--- config.mk ---
export PLATFORM = sky130hd
export DESIGN_NAME = io_peripheral
export DESIGN_NICKNAME = d
export VERILOG_FILES = /design/src/rtl/io_pkg.sv /design/src/rtl/io_tx_fifo.sv /design/src/rtl/io_peripheral.sv
export SDC_FILE = /design/constraint.sdc
export NUM_CORES = 1
export LEC_CHECK = 0
export ABC_CLOCK_PERIOD_IN_PS = 8000
export BUFFER_PORTS_ARGS = -buffer_cell sky130_fd_sc_hd__buf_4
export CAP_MARGIN = 0
export CORE_MARGIN = 4
export CORE_UTILIZATION = 55
export CTS_CLUSTER_SIZE = 14
export DETAILED_ROUTE_END_ITERATION = 12
export MAX_ROUTING_LAYER = met4
export PLACE_DENSITY = 0.77
export SLEW_MARGIN = 20
export SYNTH_ARGS = -nofsm -noshare
export SYNTH_HDL_FRONTEND = slang
export SYNTH_HIERARCHICAL = 1
export SYNTH_SLANG_ARGS = --single-unit
--- constraint.sdc ---
create_clock -name clk -period 8 [get_ports clk]
set_clock_uncertainty 0.05 [all_clocks]
set_input_delay 1.6 -clock clk [delete_from_list [all_inputs] [get_ports clk]]
set_output_delay 1.6 -clock clk [all_outputs]
set_load 0.02 [all_outputs]
--- src/rtl/io_pkg.sv ---
// Shared constants for the I/O peripheral: register offsets, control/status
// bit positions and default parameter values.
package io_pkg;

   localparam int unsigned DEF_PRESCALE   = 16;
   localparam int unsigned DEF_FIFO_DEPTH = 4;

   localparam logic [3:0] REG_GPIO_OUT = 4'h0;
   localparam logic [3:0] REG_GPIO_IN  = 4'h1;
   localparam logic [3:0] REG_TMR_LOAD = 4'h2;
   localparam logic [3:0] REG_TMR_CTRL = 4'h3;
   localparam logic [3:0] REG_TMR_STAT = 4'h4;
   localparam logic [3:0] REG_TX_DATA  = 4'h5;
   localparam logic [3:0] REG_TX_STAT  = 4'h6;

   localparam int unsigned CTRL_EN     = 0;
   localparam int unsigned CTRL_IRQ_EN = 1;
   localparam int unsigned CTRL_AUTO   = 2;

   localparam int unsigned STAT_EXPIRED = 0;

   localparam int unsigned TXS_FULL    = 0;
   localparam int unsigned TXS_EMPTY   = 1;
   localparam int unsigned TXS_CNT_LSB = 2;
   localparam int unsigned TXS_OVF     = 7;

endpackage

--- src/rtl/io_tx_fifo.sv ---
// Transmit FIFO: power-of-two depth (1..8), sticky overflow flag, head byte
// forced to zero while empty.
module io_tx_fifo
   import io_pkg::*;
#(
   parameter int unsigned DEPTH = DEF_FIFO_DEPTH
) (
   input  logic       clk_i,
   input  logic       rst_n_i,
   input  logic       push_i,
   input  logic [7:0] push_data_i,
   input  logic       pop_i,
   input  logic       ovf_clr_i,
   output logic [7:0] head_o,
   output logic       full_o,
   output logic       empty_o,
   output logic [3:0] count_o,
   output logic       ovf_o
);

   localparam int unsigned PW = (DEPTH > 1) ? $clog2(DEPTH) : 1;
   localparam logic [PW-1:0] LAST    = PW'(DEPTH - 1);
   localparam logic [3:0]    DEPTH_C = 4'(DEPTH);

   logic [7:0]    mem_q [DEPTH];
   logic [PW-1:0] wr_q, wr_d, rd_q, rd_d;
   logic [3:0]    cnt_q, cnt_d;
   logic          ovf_q, ovf_d;
   logic          full, empty, push_ok, pop_ok;

   function automatic logic [PW-1:0] ptr_next(input logic [PW-1:0] p);
      return (p == LAST) ? '0 : p + PW'(1);
   endfunction

   assign full    = (cnt_q == DEPTH_C);
   assign empty   = (cnt_q == 4'd0);
   // A pop in the same cycle frees the slot, so a push into a full FIFO is kept.
   assign push_ok = push_i & (~full | pop_i);
   assign pop_ok  = pop_i & ~empty;

   always_comb begin
      wr_d  = wr_q;
      rd_d  = rd_q;
      cnt_d = cnt_q;
      if (push_ok) wr_d = ptr_next(wr_q);
      if (pop_ok)  rd_d = ptr_next(rd_q);
      if (push_ok && !pop_ok)      cnt_d = cnt_q + 4'd1;
      else if (pop_ok && !push_ok) cnt_d = cnt_q - 4'd1;
      ovf_d = (push_i & full & ~pop_i) | (ovf_q & ~ovf_clr_i);
   end

   always_ff @(posedge clk_i) begin
      if (!rst_n_i) begin
         wr_q  <= '0;
         rd_q  <= '0;
         cnt_q <= '0;
         ovf_q <= 1'b0;
      end else begin
         wr_q  <= wr_d;
         rd_q  <= rd_d;
         cnt_q <= cnt_d;
         ovf_q <= ovf_d;
      end
   end

   always_ff @(posedge clk_i) begin
      if (push_ok) mem_q[wr_q] <= push_data_i;
   end

   assign head_o  = empty ? '0 : mem_q[rd_q];
   assign full_o  = full;
   assign empty_o = empty;
   assign count_o = cnt_q;
   assign ovf_o   = ovf_q;

endmodule

--- src/rtl/io_peripheral.sv ---
// Memory-mapped I/O block: GPIO with input synchronizer, prescaled 8-bit
// down-timer with interrupt, and a transmit FIFO.
module io_peripheral
   import io_pkg::*;
#(
   parameter int unsigned PRESCALE   = DEF_PRESCALE,
   parameter int unsigned FIFO_DEPTH = DEF_FIFO_DEPTH
) (
   input  logic        clk,
   input  logic        rst_n,
   input  logic        io_cs,
   input  logic [15:0] mem_addr,
   input  logic [7:0]  mem_data_out,
   input  logic        mem_oe,
   input  logic        mem_we,
   output logic [7:0]  io_rdata,
   input  logic [7:0]  gpio_in,
   output logic [7:0]  gpio_out,
   output logic [7:0]  tx_data,
   output logic        tx_valid,
   input  logic        tx_ready,
   output logic        irq
);

   localparam logic [7:0] PRESC_MAX = 8'(PRESCALE - 1);

   logic [7:0] gpio_out_q, gpio_out_d;
   logic [7:0] sync1_q, sync2_q;
   logic [7:0] load_q, load_d;
   logic [2:0] ctrl_q, ctrl_d;
   logic [7:0] cnt_q, cnt_d;
   logic [7:0] presc_q, presc_d;
   logic       pend_q, pend_d;
   logic       expired_q, expired_d;

   logic       wr, tick, expire, pop, stat_clr, ovf_clr, push;
   logic [3:0] offs;
   logic [7:0] rdata, tx_stat, fifo_head;
   logic       fifo_full, fifo_empty, fifo_ovf;
   logic [3:0] fifo_cnt;
   logic       unused_addr_hi;

   assign unused_addr_hi = ^mem_addr[15:4];
   assign offs     = mem_addr[3:0];
   assign wr       = io_cs & mem_we;
   assign push     = wr & (offs == REG_TX_DATA);
   assign stat_clr = wr & (offs == REG_TMR_STAT) & mem_data_out[STAT_EXPIRED];
   assign ovf_clr  = wr & (offs == REG_TX_STAT) & mem_data_out[TXS_OVF];
   assign tick     = ctrl_q[CTRL_EN] & (presc_q == PRESC_MAX);

   always_comb begin
      gpio_out_d = gpio_out_q;
      load_d     = load_q;
      ctrl_d     = ctrl_q;
      cnt_d      = cnt_q;
      presc_d    = presc_q;
      pend_d     = pend_q;
      expire     = 1'b0;
      if (ctrl_q[CTRL_EN]) presc_d = tick ? '0 : presc_q + 8'd1;
      // After an auto-reload expiry the counter sits at 0 for one tick period,
      // and the following tick reloads it instead of expiring again.
      if (tick) begin
         if (pend_q) begin
            cnt_d  = load_q;
            pend_d = 1'b0;
         end else if (cnt_q <= 8'd1) begin
            cnt_d  = '0;
            expire = 1'b1;
            if (ctrl_q[CTRL_AUTO]) pend_d = 1'b1;
            else                   ctrl_d[CTRL_EN] = 1'b0;
         end else begin
            cnt_d = cnt_q - 8'd1;
         end
      end
      if (wr) begin
         case (offs)
            REG_GPIO_OUT: gpio_out_d = mem_data_out;
            REG_TMR_LOAD: begin
               load_d  = mem_data_out;
               cnt_d   = mem_data_out;
               presc_d = '0;
               pend_d  = 1'b0;
            end
            REG_TMR_CTRL: ctrl_d = mem_data_out[2:0];
            default: ;
         endcase
      end
      expired_d = expire | (expired_q & ~stat_clr);
   end

   always_ff @(posedge clk) begin
      if (!rst_n) begin
         gpio_out_q <= '0;
         sync1_q    <= '0;
         sync2_q    <= '0;
         load_q     <= '0;
         ctrl_q     <= '0;
         cnt_q      <= '0;
         presc_q    <= '0;
         pend_q     <= 1'b0;
         expired_q  <= 1'b0;
      end else begin
         gpio_out_q <= gpio_out_d;
         sync1_q    <= gpio_in;
         sync2_q    <= sync1_q;
         load_q     <= load_d;
         ctrl_q     <= ctrl_d;
         cnt_q      <= cnt_d;
         presc_q    <= presc_d;
         pend_q     <= pend_d;
         expired_q  <= expired_d;
      end
   end

   assign pop = tx_valid & tx_ready;

   io_tx_fifo #(
      .DEPTH (FIFO_DEPTH)
   ) u_tx_fifo (
      .clk_i       (clk),
      .rst_n_i     (rst_n),
      .push_i      (push),
      .push_data_i (mem_data_out),
      .pop_i       (pop),
      .ovf_clr_i   (ovf_clr),
      .head_o      (fifo_head),
      .full_o      (fifo_full),
      .empty_o     (fifo_empty),
      .count_o     (fifo_cnt),
      .ovf_o       (fifo_ovf)
   );

   always_comb begin
      tx_stat                      = '0;
      tx_stat[TXS_FULL]            = fifo_full;
      tx_stat[TXS_EMPTY]           = fifo_empty;
      tx_stat[TXS_CNT_LSB +: 4]    = fifo_cnt;
      tx_stat[TXS_OVF]             = fifo_ovf;
      rdata = '0;
      if (io_cs && mem_oe) begin
         case (offs)
            REG_GPIO_OUT: rdata = gpio_out_q;
            REG_GPIO_IN:  rdata = sync2_q;
            REG_TMR_LOAD: rdata = load_q;
            REG_TMR_CTRL: rdata = {5'b0, ctrl_q};
            REG_TMR_STAT: rdata = {7'b0, expired_q};
            REG_TX_DATA:  rdata = {4'b0, fifo_cnt};
            REG_TX_STAT:  rdata = tx_stat;
            default:      rdata = '0;
         endcase
      end
   end

   // Outputs are masked while reset is held so no handshake can complete then.
   assign io_rdata = rdata;
   assign gpio_out = gpio_out_q;
   assign tx_valid = rst_n & ~fifo_empty;
   assign tx_data  = rst_n ? fifo_head : '0;
   assign irq      = rst_n & expired_q & ctrl_q[CTRL_IRQ_EN];

endmodule
==> impl_metrics.csv <==
group,metric,value,unit
sta,slew_viol_final,0,
floorplan,die_h,98.3,um
power_and_ir_drop,vdd_drop_max,0.126,mV
drt,first_pass_iters,5,
worst_setup_path,startpoint,"mem_addr[2]",
logic_synthesis,synth.distinct_cells,57,
worst_setup_path,critPathRequiredTime,6.35,ns
power_and_ir_drop,power_density,165,mW/mm^2
logic_synthesis,synth_fa_ha_area_frac,0.0351,
cts,clk_pin_slew,0.09,ns
logic_synthesis,synthCells,425,
sta,setup_tns,0,ns
power_and_ir_drop,p_total,0.835,mW
cts,clk_latency,0.35,ns
drt,drc,0,
sta,fin_crit_sh,0.598,
logic_synthesis,synth-xor-area-share,0.0195,
cells_and_area,final_nets,513,
global_routing,antenna_found_initial,0,
drt,ant_nets,0,
floorplan,num_rows,32,
cts,cts.sink_count,96,
logic_synthesis,synth-seq-cells,96,
cts,htreeDepth,3,
cells_and_area,antenna_cells,0,
worst_setup_path,end_kind,"output port",
logic_synthesis,syn_area_per_cell,10.6,um^2
logic_synthesis,synth-compound-area-share,0.108,
sta,rsz0062_at_grt,"false",
logic_synthesis,async_reset_ff_frac,0,
logic_synthesis,synth-edff-count,32,
cells_and_area,final_common_cell,"dfxtp_1",
min_path,hold_class,"reg2reg",
cells_and_area,drive_gt1_frac,0.188,
cts,clockRootBuffer,"clkbuf_8",
cells_and_area,final_core_util,0.645,
logic_synthesis,yosys_warnings,6,
worst_setup_path,critPathLaunchType,"input pin",
cells_and_area,layout_common_cells,"dfxtp_1, buf_4, nand2_1, edfxtp_1, and2_1",
sta,slew_headroom,0.441,
floorplan,dieArea,0.00967,mm^2
sta,setup_violations,0,
logic_synthesis,synth_ff_type,"dfxtp_1",
drt,routed_wl,9410,um
global_routing,grt_pass1_vias,3104,
floorplan,die_x,98.3,um
cts,cts_tree,"built",
global_routing,grt_max_degree,64,
place,dpl_cell_area,0.00490,mm^2
outcome,status,"finished clean",
logic_synthesis,synth_top_family_by_area,"simple AND/OR/NAND/NOR gates",
drt,vias,3261,
drt,routed_via_density,5.72,
worst_setup_path,ff2ff_path_depth,12,
logic_synthesis,yosys.area_share.simple,0.219,
sta,min_period,4.78,ns
place,dp_hpwl,6800,um
sta,fmax,209,MHz
logic_synthesis,netlist_area,0.00449,mm^2
cells_and_area,area_growth,12.8,%
cts,clockBufferDepth,2,
worst_setup_path,worstSetupPathType,"in2out",
logic_synthesis,synthesis.nets,475,
min_path,hold_start,"sync1_q[1]",
floorplan,ios,64,
drt,drtIter0Drc,192,
cts,cts_resized,0,
worst_setup_path,arrival,3.13,ns
sta,tightest_slew,0.835,ns
floorplan,coreArea,0.00785,mm^2
worst_setup_path,cp_max_fo,18,
worst_setup_path,reg2reg_from,"u_tx_fifo/count_o[0]",
drt,routedWlPerCell,16.5,um
place,io_buffer_count,51,
cts,cts-buffers-inserted,9,
logic_synthesis,seq_area_frac_synth,0.499,
power_and_ir_drop,power_leakage,1.94,nW
flow_run,cap_violations,0,
place,gp_congestion,0.881,
global_routing,grt_pass1_wl,15400,um
min_path,hold-path-cell-count,1,
cts,ctsHoldBuffers,0,
global_routing,gr-total-overflow,0,
sta,hold_viol,0,
logic_synthesis,muxShareOfSynthArea,0.0881,
cells_and_area,fin_area,0.00506,mm^2
floorplan,initial_core_util,0.572,
cts,cts_setup_buffers,0,
global_routing,track_usage,0.203,
-- metal layers --
metal  routed length [um]  part of all wire  track usage  up-vias
met3                  522             0.055       0.0479       17
li1                     -                 -            -     1595
met4                  159             0.017       0.0672        0
met2                 4540              0.48        0.316       86
met1                 4180              0.44        0.263     1563
met5                    0                 0            -        -
-- cells in the mapped netlist, types with 5 or more instances --
| cell type | instances | area (um^2) |
|---|---|---|
| dfxtp_1 | 64 | 1280 |
| nand2_1 | 39 | 146 |
| edfxtp_1 | 32 | 961 |
| and2_1 | 31 | 194 |
| nor2_1 | 26 | 97.6 |
| nor2b_1 | 24 | 150 |
| clkbuf_1 | 20 | 75.1 |
| mux2i_1 | 17 | 170 |
| o21ai_0 | 16 | 80.1 |
| a21oi_1 | 11 | 55.1 |
| ha_1 | 11 | 138 |
| nand3_1 | 11 | 55.1 |
| inv_1 | 9 | 33.8 |
| a21boi_0 | 8 | 60.1 |
| mux4_2 | 8 | 180 |
| and3_1 | 6 | 37.5 |
| nor3_1 | 6 | 30.0 |
| xnor2_1 | 6 | 52.6 |
| a221oi_1 | 5 | 43.8 |
| a222oi_1 | 5 | 50.1 |
| nor4_1 | 5 | 31.3 |
| o2bb2ai_1 | 5 | 43.8 |
-- stage by stage --
step / setup WS, ns / cells / hold slack (ns)
after CTS: 3.32 / 570 / 0.387
final: 3.22 / 570 / 0.384
after detailed placement: 3.34 / 554 / 0.367
after global placement: 3.40 / 554 / 0.364
after global routing: 3.17 / 570 / 0.400
after floorplan: 3.43 / 425 / 0.362
-- critical path, stage by stage --
cell	delay, ns
buf_4	0.21
nor4bb_1	0.66
a222oi_1	0.24
a21oi_1	0.23
buf_4	0.18
-- path summary, 6_finish.rpt --
| check | endpoint | slack [ns] |
|---|---|---|
| max | io_rdata[1] | 3.22 |
| min reg2reg | sync2_q[1] | 0.38 |
| max reg2reg | u_tx_fifo/count_o[3] | 4.79 |
| min | sync2_q[1] | 0.38 |
-- registers in the layout, summed over array words and instances, names as in the netlist, named ones only --
register / count
sync1_q: 8
presc_q: 8
u_tx_fifo/mem_q: 32
cnt_q: 8
gpio_out: 8
expired_q: 1
u_tx_fifo/count_o: 4
load_q: 8
pend_q: 1
u_tx_fifo/ovf_o: 1
u_tx_fifo/wr_q: 2
sync2_q: 8
ctrl_q: 3
u_tx_fifo/rd_q: 2
-- cell families (layout without fill, tap and decap cells) --
| kind of cell | count (synthesis) | in the layout |
|---|---|---|
| buffers and inverters | 34 | 77 |
| adder cells (fa/ha/maj) | 12 | 12 |
| flip-flops | 96 | 96 |
| AO/OA/AOI/OAI | 67 | 67 |
| AND/OR/NAND/NOR | 177 | 177 |
| XOR/XNOR | 10 | 10 |
| multiplexers | 29 | 29 |
-- cell type report --
cell class / instances / area (um^2)
sequential: 96 / 2240
fill: 661 / 2790
inverter: 10 / 37.5
timing repair buffer: 51 / 383
clock inverter: 5 / 33.8
multi-input combinational: 295 / 2110
clock buffer: 11 / 131
tap: 102 / 128
-- where the power goes --
part | internal [mW] | switching (mW) | total (mW) | leakage, nW
Combinational | 0.0219 | 0.0283 | 0.0501 | 1.05
Sequential | 0.508 | 0.00331 | 0.511 | 0.807
Clock | 0.113 | 0.161 | 0.274 | 0.0809
Total | 0.643 | 0.193 | 0.835 | 1.94
(Power assumes the default switching activity.)
